===== config.mk =====
export PLATFORM = sky130hd
export DESIGN_NAME = uart_periph_flat
export DESIGN_NICKNAME = d
export VERILOG_FILES = /design/src/rtl/uart_periph_if.sv /design/src/rtl/uart_periph.sv /design/src/flat_wrapper.sv
export SDC_FILE = /design/constraint.sdc
export NUM_CORES = 1
export LEC_CHECK = 0
export ABC_AREA = 1
export CAP_MARGIN = 20
export CELL_PAD_IN_SITES_DETAIL_PLACEMENT = 0
export CELL_PAD_IN_SITES_GLOBAL_PLACEMENT = 1
export CORE_ASPECT_RATIO = 0.9
export CORE_MARGIN = 8
export CORE_UTILIZATION = 43
export DETAILED_ROUTE_END_ITERATION = 12
export PLACE_DENSITY_LB_ADDON = 0.1
export RECOVER_POWER = 100
export SLEW_MARGIN = 10
export SYNTH_ARGS = -nofsm -noshare
export SYNTH_HDL_FRONTEND = slang
export SYNTH_SLANG_ARGS = --single-unit

===== constraint.sdc =====
create_clock -name clk -period 2.35 [get_ports clk]
set_input_delay 0.235 -clock clk [delete_from_list [all_inputs] [get_ports clk]]
set_output_delay 0.235 -clock clk [all_outputs]
set_load 0.02 [all_outputs]

===== src/rtl/uart_periph_if.sv =====
// Register channel bundle between uart_periph and ucore_main.
// Carries the one-hot read/write selects, their acks, the data buses
// and the receive interrupt.
interface uart_periph_if;
   logic [3:0] uart_rcen;
   logic       uart_rack;
   logic [7:0] uart_rdata;
   logic [3:0] uart_wcen;
   logic       uart_wack;
   logic [7:0] uart_wdata;
   logic       uart_interrupt;

   modport master (
      output uart_rcen,
      output uart_wcen,
      output uart_wdata,
      input  uart_rack,
      input  uart_rdata,
      input  uart_wack,
      input  uart_interrupt
   );

   modport slave (
      input  uart_rcen,
      input  uart_wcen,
      input  uart_wdata,
      output uart_rack,
      output uart_rdata,
      output uart_wack,
      output uart_interrupt
   );
endinterface


===== src/rtl/uart_periph.sv =====
// Byte-wide UART peripheral with a four-register one-hot read/write port.
// Registers: 0 RX (ro), 1 TX, 2 STATUS {0,0,0,0,ferr,tx_busy,ovr,rx_valid},
// 3 CTRL {0..0,rx_enable,rx_irq_en}.
//
// RX FSM
//   state    | meaning
//   RX_IDLE  | waiting for falling edge on synchronised rxd while enabled
//   RX_START | counting to mid start bit; line high there means glitch
//   RX_DATA  | sampling 8 data bits LSB first, one per bit period
//   RX_STOP  | sampling stop bit, then load/overrun/frame-error decision
//
// TX FSM
//   state    | meaning
//   TX_IDLE  | line idle high, tx_busy low
//   TX_START | driving start bit
//   TX_DATA  | driving 8 data bits LSB first from the TX register
//   TX_STOP  | driving stop bit; tx_busy drops when this period ends
module uart_periph #(
   parameter int CLKS_PER_BIT = 16
) (
   input  logic         clk,
   input  logic         areset,
   input  logic         uart_rxd,
   output logic         uart_txd,
   uart_periph_if.slave bus
);

   localparam int CW = $clog2(CLKS_PER_BIT);
   localparam logic [CW-1:0] BIT_LAST  = CW'(CLKS_PER_BIT - 1);
   localparam logic [CW-1:0] HALF_LAST = CW'(CLKS_PER_BIT / 2 - 1);
   localparam logic [CW-1:0] CNT_ONE   = CW'(1);

   typedef enum logic [1:0] {RX_IDLE, RX_START, RX_DATA, RX_STOP} rx_state_t;
   typedef enum logic [1:0] {TX_IDLE, TX_START, TX_DATA, TX_STOP} tx_state_t;

   // synchroniser and edge detect
   logic rxd_meta_q, rxd_sync_q, rxd_prev_q;
   logic rx_fall;

   // receive FSM
   rx_state_t   rx_state_q, rx_state_d;
   logic [CW-1:0] rx_cnt_q, rx_cnt_d;
   logic [2:0]  rx_bit_q, rx_bit_d;
   logic [7:0]  rx_shift_q, rx_shift_d;
   logic        rx_done_ok, rx_done_bad;

   // transmit FSM
   tx_state_t   tx_state_q, tx_state_d;
   logic [CW-1:0] tx_cnt_q, tx_cnt_d;
   logic [2:0]  tx_bit_q, tx_bit_d;
   logic        txd_q, txd_d;
   logic        tx_busy;
   logic        tx_start;

   // register file
   logic [7:0]  rx_q, rx_d;
   logic [7:0]  tx_q, tx_d;
   logic        rx_valid_q, rx_valid_d;
   logic        ovr_q, ovr_d;
   logic        ferr_q, ferr_d;
   logic [1:0]  ctrl_q, ctrl_d;
   logic [7:0]  status;

   // handshake
   logic        rack_q, rack_d;
   logic        wack_q, wack_d;
   logic [7:0]  rdata_q, rdata_d;
   logic        irq_q, irq_d;
   logic        rd_acc, wr_acc;
   logic        rd_rx;
   logic        wr_tx, wr_st, wr_ctrl;
   logic        rx_load;

   assign rx_fall = rxd_prev_q & ~rxd_sync_q;
   assign tx_busy = (tx_state_q != TX_IDLE);
   assign status  = {4'b0000, ferr_q, tx_busy, ovr_q, rx_valid_q};

   assign uart_txd           = txd_q;
   assign bus.uart_rack      = rack_q;
   assign bus.uart_wack      = wack_q;
   assign bus.uart_rdata     = rdata_q;
   assign bus.uart_interrupt = irq_q;

   // two-flop synchroniser on the asynchronous rx line, plus one history flop
   always_ff @(posedge clk or posedge areset) begin
      if (areset) begin
         rxd_meta_q <= 1'b1;
         rxd_sync_q <= 1'b1;
         rxd_prev_q <= 1'b1;
      end else begin
         rxd_meta_q <= uart_rxd;
         rxd_sync_q <= rxd_meta_q;
         rxd_prev_q <= rxd_sync_q;
      end
   end

   // receive FSM state register
   always_ff @(posedge clk or posedge areset) begin
      if (areset) begin
         rx_state_q <= RX_IDLE;
         rx_cnt_q   <= '0;
         rx_bit_q   <= '0;
         rx_shift_q <= '0;
      end else begin
         rx_state_q <= rx_state_d;
         rx_cnt_q   <= rx_cnt_d;
         rx_bit_q   <= rx_bit_d;
         rx_shift_q <= rx_shift_d;
      end
   end

   // receive FSM next state; rx_enable only gates the start of a new frame
   always_comb begin
      rx_state_d  = rx_state_q;
      rx_cnt_d    = rx_cnt_q;
      rx_bit_d    = rx_bit_q;
      rx_shift_d  = rx_shift_q;
      rx_done_ok  = 1'b0;
      rx_done_bad = 1'b0;
      case (rx_state_q)
         RX_IDLE: begin
            if (rx_fall && ctrl_q[1]) begin
               rx_state_d = RX_START;
               rx_cnt_d   = HALF_LAST;
            end
         end
         RX_START: begin
            if (rx_cnt_q == '0) begin
               if (rxd_sync_q) begin
                  rx_state_d = RX_IDLE;
               end else begin
                  rx_state_d = RX_DATA;
                  rx_cnt_d   = BIT_LAST;
                  rx_bit_d   = '0;
               end
            end else begin
               rx_cnt_d = rx_cnt_q - CNT_ONE;
            end
         end
         RX_DATA: begin
            if (rx_cnt_q == '0) begin
               rx_shift_d = {rxd_sync_q, rx_shift_q[7:1]};
               rx_cnt_d   = BIT_LAST;
               if (rx_bit_q == 3'd7) begin
                  rx_state_d = RX_STOP;
               end else begin
                  rx_bit_d = rx_bit_q + 3'd1;
               end
            end else begin
               rx_cnt_d = rx_cnt_q - CNT_ONE;
            end
         end
         RX_STOP: begin
            if (rx_cnt_q == '0) begin
               rx_state_d  = RX_IDLE;
               rx_done_ok  = rxd_sync_q;
               rx_done_bad = ~rxd_sync_q;
            end else begin
               rx_cnt_d = rx_cnt_q - CNT_ONE;
            end
         end
         default: rx_state_d = RX_IDLE;
      endcase
   end

   // transmit FSM state register; reset forces the line idle at once
   always_ff @(posedge clk or posedge areset) begin
      if (areset) begin
         tx_state_q <= TX_IDLE;
         tx_cnt_q   <= '0;
         tx_bit_q   <= '0;
         txd_q      <= 1'b1;
      end else begin
         tx_state_q <= tx_state_d;
         tx_cnt_q   <= tx_cnt_d;
         tx_bit_q   <= tx_bit_d;
         txd_q      <= txd_d;
      end
   end

   // transmit FSM next state; the line is registered so each bit lasts a full period
   always_comb begin
      tx_state_d = tx_state_q;
      tx_cnt_d   = tx_cnt_q;
      tx_bit_d   = tx_bit_q;
      txd_d      = txd_q;
      case (tx_state_q)
         TX_IDLE: begin
            txd_d = 1'b1;
            if (tx_start) begin
               tx_state_d = TX_START;
               tx_cnt_d   = BIT_LAST;
               txd_d      = 1'b0;
            end
         end
         TX_START: begin
            if (tx_cnt_q == '0) begin
               tx_state_d = TX_DATA;
               tx_cnt_d   = BIT_LAST;
               tx_bit_d   = '0;
               txd_d      = tx_q[0];
            end else begin
               tx_cnt_d = tx_cnt_q - CNT_ONE;
            end
         end
         TX_DATA: begin
            if (tx_cnt_q == '0) begin
               tx_cnt_d = BIT_LAST;
               if (tx_bit_q == 3'd7) begin
                  tx_state_d = TX_STOP;
                  txd_d      = 1'b1;
               end else begin
                  tx_bit_d = tx_bit_q + 3'd1;
                  txd_d    = tx_q[tx_bit_q + 3'd1];
               end
            end else begin
               tx_cnt_d = tx_cnt_q - CNT_ONE;
            end
         end
         TX_STOP: begin
            if (tx_cnt_q == '0) begin
               tx_state_d = TX_IDLE;
            end else begin
               tx_cnt_d = tx_cnt_q - CNT_ONE;
            end
         end
         default: tx_state_d = TX_IDLE;
      endcase
   end

   // read channel: accept when no ack is pending, lowest select bit wins
   always_comb begin
      rd_acc  = (bus.uart_rcen != 4'b0000) && !rack_q;
      rack_d  = rd_acc;
      rdata_d = rdata_q;
      rd_rx   = 1'b0;
      if (rd_acc) begin
         if (bus.uart_rcen[0]) begin
            rdata_d = rx_q;
            rd_rx   = 1'b1;
         end else if (bus.uart_rcen[1]) begin
            rdata_d = tx_q;
         end else if (bus.uart_rcen[2]) begin
            rdata_d = status;
         end else begin
            rdata_d = {6'b000000, ctrl_q};
         end
      end
   end

   // write channel decode; an RX write is acked but selects nothing
   always_comb begin
      wr_acc  = (bus.uart_wcen != 4'b0000) && !wack_q;
      wack_d  = wr_acc;
      wr_tx   = 1'b0;
      wr_st   = 1'b0;
      wr_ctrl = 1'b0;
      if (wr_acc && !bus.uart_wcen[0]) begin
         if (bus.uart_wcen[1]) begin
            wr_tx = 1'b1;
         end else if (bus.uart_wcen[2]) begin
            wr_st = 1'b1;
         end else begin
            wr_ctrl = 1'b1;
         end
      end
      tx_start = wr_tx && !tx_busy;
   end

   // register updates; a same-cycle RX read frees the slot for the new byte,
   // and hardware sets beat write-1-to-clear
   always_comb begin
      rx_load    = rx_done_ok && (!rx_valid_q || rd_rx);
      rx_d       = rx_load ? rx_shift_q : rx_q;
      tx_d       = tx_start ? bus.uart_wdata : tx_q;
      ctrl_d     = wr_ctrl ? bus.uart_wdata[1:0] : ctrl_q;
      rx_valid_d = rx_valid_q;
      if (rx_load) begin
         rx_valid_d = 1'b1;
      end else if (rd_rx) begin
         rx_valid_d = 1'b0;
      end
      ovr_d  = (ovr_q & ~(wr_st & bus.uart_wdata[1]))
             | (rx_done_ok & rx_valid_q & ~rd_rx);
      ferr_d = (ferr_q & ~(wr_st & bus.uart_wdata[3])) | rx_done_bad;
      irq_d  = rx_load & ctrl_q[0];
   end

   // register file, acks, read data and interrupt flops
   always_ff @(posedge clk or posedge areset) begin
      if (areset) begin
         rx_q       <= 8'h00;
         tx_q       <= 8'h00;
         rx_valid_q <= 1'b0;
         ovr_q      <= 1'b0;
         ferr_q     <= 1'b0;
         ctrl_q     <= 2'b11;
         rack_q     <= 1'b0;
         wack_q     <= 1'b0;
         rdata_q    <= 8'h00;
         irq_q      <= 1'b0;
      end else begin
         rx_q       <= rx_d;
         tx_q       <= tx_d;
         rx_valid_q <= rx_valid_d;
         ovr_q      <= ovr_d;
         ferr_q     <= ferr_d;
         ctrl_q     <= ctrl_d;
         rack_q     <= rack_d;
         wack_q     <= wack_d;
         rdata_q    <= rdata_d;
         irq_q      <= irq_d;
      end
   end

endmodule

===== src/flat_wrapper.sv =====
// flat-port wrapper written by rule: the top's interface ports become plain ports
module uart_periph_flat 
#(
   parameter int CLKS_PER_BIT = 16
)
  (clk, areset, uart_rxd, uart_txd, bus_uart_rcen, bus_uart_wcen, bus_uart_wdata, bus_uart_rack, bus_uart_rdata, bus_uart_wack, bus_uart_interrupt);
  uart_periph_if bus_i ();
  input  logic clk;
  input  logic areset;
  input  logic uart_rxd;
  output logic uart_txd;
  input wire logic [$bits(bus_i.uart_rcen)-1:0] bus_uart_rcen;
  input wire logic [$bits(bus_i.uart_wcen)-1:0] bus_uart_wcen;
  input wire logic [$bits(bus_i.uart_wdata)-1:0] bus_uart_wdata;
  output wire logic [$bits(bus_i.uart_rack)-1:0] bus_uart_rack;
  output wire logic [$bits(bus_i.uart_rdata)-1:0] bus_uart_rdata;
  output wire logic [$bits(bus_i.uart_wack)-1:0] bus_uart_wack;
  output wire logic [$bits(bus_i.uart_interrupt)-1:0] bus_uart_interrupt;
  assign bus_i.uart_rcen = bus_uart_rcen;
  assign bus_i.uart_wcen = bus_uart_wcen;
  assign bus_i.uart_wdata = bus_uart_wdata;
  assign bus_uart_rack = bus_i.uart_rack;
  assign bus_uart_rdata = bus_i.uart_rdata;
  assign bus_uart_wack = bus_i.uart_wack;
  assign bus_uart_interrupt = bus_i.uart_interrupt;
  uart_periph #(.CLKS_PER_BIT(CLKS_PER_BIT)) u_core (.clk(clk), .areset(areset), .uart_rxd(uart_rxd), .uart_txd(uart_txd), .bus(bus_i));
endmodule

==> impl_summary.log <==
[metrics] failing checks: capacitance limit, slew limit
[metrics] Gates resized, CTS repair: 0
[metrics] TritonCTS sink count: 62
[metrics] largest clock skew in the final design: 10.1 ps
[metrics] critical path fanouts, max: 10
[metrics] Critical Setup Path Class: in2reg
[metrics] vias in the first global route: 2,428
[metrics] power spent charging and discharging nets: 1.63 mW
[metrics] area taken by flip-flops and latches: 1560 um2
[metrics] final-report hold violation count: 0
[metrics] worst endpoint required time: 2580 ps
[metrics] Inserted Clock Buffers: 9
[metrics] most used cell along the critical path: nand2_1
[metrics] placed wire-length estimate after detailed placement: 4790 um
[metrics] delay of the slowest critical-path stage: 600 ps
[metrics] clock period minus worst slack: 1860 ps
[metrics] effective utilization at floorplan: 44.1%
[metrics] chip width: 105 um
[metrics] number of instances in the synthesized netlist: 371
[metrics] CTS tree: done
[metrics] routed wire length per instance: 12.8 um
[metrics] kind of launch point of the worst setup path: input pin
[metrics] Hold/Removal Path Class: reg2reg
[metrics] power share of the sequential group: 37.9%
[metrics] slew at the pin closest to its max-slew limit: 1530 ps
[metrics] vertical extent of the die: 96.4 um
[metrics] Antenna Diode Count: 0
[metrics] number of flops mapped to enable cells by yosys: 0
[metrics] Post-Synthesis Mean Instance Area: 8.33 um2
[metrics] Worst EP arrival: 2090 ps
[metrics] cell at the slowest stage of the critical path: o21ai_1
[metrics] achievable clock frequency: 537 MHz
[metrics] total gr overflow: 0
[metrics] leakage power: 1.84 nW
[metrics] Worst Hold Margin: 362 ps
[metrics] kind of end point of the critical path: register
[metrics] Max rail drop VDD: 644 uV
[metrics] fraction of the cycle the final worst path needs: 79.3%
[metrics] net total in the final layout: 444
[metrics] total power: 4.11 mW
[metrics] maximum number of pins on one net before global-route repair: 63
[metrics] Setup Buffers After CTS: 0
[metrics] layout overhead on the synthesized area: 18.5%
[metrics] area taken by multi-input logic gates: 1260 um2
[metrics] ports placed on the boundary: 31
[metrics] buffer cell driving the clock tree root: clkbuf_8
[metrics] core footprint: 7000 um2
[metrics] Final TNS setup: 0 ps
[metrics] Filler Cells Inserted: 681
[metrics] switching share of power: 39.6%
[metrics] Hold Buf Count CTS: 0
[metrics] full die area: 10,200 um2
[metrics] total vias in the final route: 2,433
[metrics] Placer Congestion: 0.779
[metrics] register bit total from synthesis: 62
[metrics] global-route wire length before repair: 11,500 um
[metrics] final count of negative-setup-slack endpoints: 0
[metrics] Reg clk slew, reported paths: 70 ps
[metrics] number of nets produced by synthesis: 405
[metrics] areal power density over the cells: 1120 nW/um2
[metrics] proportion of register bits with asynchronous set or reset after synthesis: 100%
[metrics] number of design-rule violations left by the first detailed-router iteration: 68
[metrics] most instantiated flip-flop cell in the synthesis netlist: dfrtp_1
[metrics] relative contribution of combinational cells to total power: 39.4%
[metrics] relative slew slack: -1.75%
[metrics] overall routed net length: 6500 um
[metrics] antenna-violating nets left: 0
[metrics] vias per cell: 4.79
[metrics] buffer and inverter count on the worst path: 2
[metrics] cell-by-cell trace of the critical path: clkdlybuf4s50_1 -> inv_2 -> nand3_1 -> nand2_1 -> o21ai_1 -> nand2_4 -> nand2_1 -> nand2_1
[metrics] synth top area cells: dfrtp_1 (45%), nand2_1 (11%), ha_1 (6.1%)
[metrics] area share of the leading cell type in the synthesized netlist: 45.4%
[metrics] GRT Util Overall: 14.1%
[metrics] number of buffers added on ports: 30
[metrics] antenna violations before repair: 0
[metrics] share of the yosys chip area belonging to registers: 50.5%
[metrics] cell row count: 29
[metrics] post-synth cell types: 32
[metrics] CP delay by family, top: buffers and inverters
[metrics] post-synthesis instance area: 3090 um2
[metrics] number of design rule violations left after detail routing: 0
[metrics] clock latency reported for the late side of the worst-skew pair: 340 ps
[metrics] clock network fraction of total power: 22.7%
[metrics] fraction of final layout cells sized beyond drive strength 1: 7.95%
[metrics] RSZ-0062 raised after global routing: false
[metrics] area leader, netlist: dfrtp_1
[metrics] post-route core utilization: 52.3%
[metrics] first-pass detailed-route iteration total: 4
[metrics] synth warn: 0
[metrics] result of the run: complete, but fails checks
[metrics] Power Internal: 2.48 mW
[metrics] count of max-cap constraint violations: 1
[metrics] H-tree level count: 3
[metrics] deepest clock path buffer count: 2
[metrics] final number of max-transition violations: 63
kinds of logic (layout without fill, tap and decap cells):
| logic type | after synthesis | count (layout) | synth area share [%] |
|---|---|---|---|
| DFF | 62 | 62 | 50.5 |
| xor gates and xnor gates | 1 | 1 | 0.284 |
| and+or+nand+nor | 165 | 165 | 23.0 |
| buffers and inverters | 60 | 104 | 7.78 |
| adders and majority gates | 15 | 15 | 6.08 |
| AOI/OAI and AO/OA | 68 | 68 | 12.4 |
final cells by class:
class / instances / share of cell area (%)
multi-input combinational: 249 / 34.4
clock buffer: 9 / 3.38
inverter: 55 / 5.64
sequential: 62 / 42.6
timing repair buffer: 33 / 8.75
clock inverter: 7 / 2.02
tap: 93 / 3.18
metrics by stage:
stage	std cells	setup WS, ps	instance area [um2]
3_3_place_gp	492	546	3510
3_5_place_dp	492	515	3510
4_1_cts	508	595	3700
5_1_grt	508	281	3660
6_report	508	487	3660
2_1_floorplan	371	584	3090
state kept, by name, indices dropped and copies added, names as in the netlist, named ones only:
name,count
u_core.bus.uart_interrupt,1
u_core.bus.uart_rack,1
u_core.bus.uart_rdata,8
u_core.bus.uart_wack,1
u_core.ctrl_q,2
u_core.ferr_q,1
u_core.ovr_q,1
u_core.rx_bit_q,3
u_core.rx_cnt_q,4
u_core.rx_q,8
u_core.rx_shift_q,8
u_core.rx_state_q,1
u_core.rx_valid_q,1
u_core.rxd_meta_q,1
u_core.rxd_prev_q,1
u_core.rxd_sync_q,1
u_core.tx_bit_q,3
u_core.tx_cnt_q,4
u_core.tx_q,8
u_core.tx_state_q,2
u_core.uart_txd,1
cell usage after synthesis (2+ instances only):
| cell | count |
|---|---|
| buf_2 | 3 |
| nor2_1 | 23 |
| o21ai_0 | 37 |
| nand2_1 | 94 |
| a21oi_1 | 13 |
| ha_1 | 15 |
| nand4_1 | 3 |
| nand2_4 | 2 |
| dfrtp_1 | 56 |
| inv_2 | 4 |
| o211ai_1 | 5 |
| dfstp_2 | 6 |
| a31oi_1 | 6 |
| nand3_1 | 35 |
| inv_1 | 50 |
| or2_2 | 3 |
placed cells by master, fill, tap and decap left out, types with 2 or more instances in the layout:
| cell type | count |
|---|---|
| dlygate4sd3_1 | 14 |
| nor2_1 | 24 |
| clkinv_2 | 2 |
| dfstp_2 | 5 |
| o211ai_1 | 5 |
| nand4_1 | 3 |
| clkinv_1 | 2 |
| dfrtp_1 | 56 |
| buf_4 | 2 |
| inv_1 | 49 |
| o21ai_0 | 38 |
| nand2_1 | 96 |
| ha_1 | 15 |
| clkinv_4 | 2 |
| nand3_1 | 36 |
| clkbuf_8 | 9 |
| or2_2 | 3 |
| inv_2 | 4 |
| a31oi_1 | 6 |
| a21oi_1 | 13 |
| clkdlybuf4s50_1 | 16 |
power groups by stage:
| stage | sequential [mW] | clock, mW | combinational, mW |
|---|---|---|---|
| floorplan | 1.61 | 0 | 1.14 |
| global placement | 1.57 | 0 | 1.65 |
| detailed placement | 1.58 | 0 | 1.66 |
| CTS | 1.56 | 0.965 | 1.68 |
| global route | 1.60 | 1.01 | 1.87 |
| finish | 1.56 | 0.932 | 1.62 |
worst register-to-register path, stage by stage (launching register included):
cell and delay (ps):
dfrtp_1 420, inv_1 120, ha_1 210, inv_1 50, nor2_1 670, a21oi_1 160, nand2_1 100, nand2_1 50
worst paths after layout:
kind | endpoint | slack [ps] | from | cells past startpoint
max | u_core.rx_q[5] | 490 | bus_uart_rcen[1] | 8
min reg2reg | u_core.rxd_sync_q | 360 | u_core.rxd_meta_q | 0
max in group asynchronous | u_core.tx_q[0] | 710 | areset | 3
max reg2reg | u_core.uart_txd | 520 | u_core.tx_state_q[0] | 7
min in group asynchronous | u_core.tx_cnt_q[1] | 710 | areset | 3
min | u_core.rxd_sync_q | 360 | u_core.rxd_meta_q | 0
metal layers:
metal | GRT usage [%] | vias to the layer above | part of all wire, %
met2 | 22.8 | 31 | 44
met3 | 4.51 | 5 | 4.0
li1 | - | 1283 | -
met4 | 4.98 | 0 | 1.1
met1 | 17.6 | 1114 | 51
met5 | 0 | - | 0
Note: power is estimated with default switching activity, not from simulation.
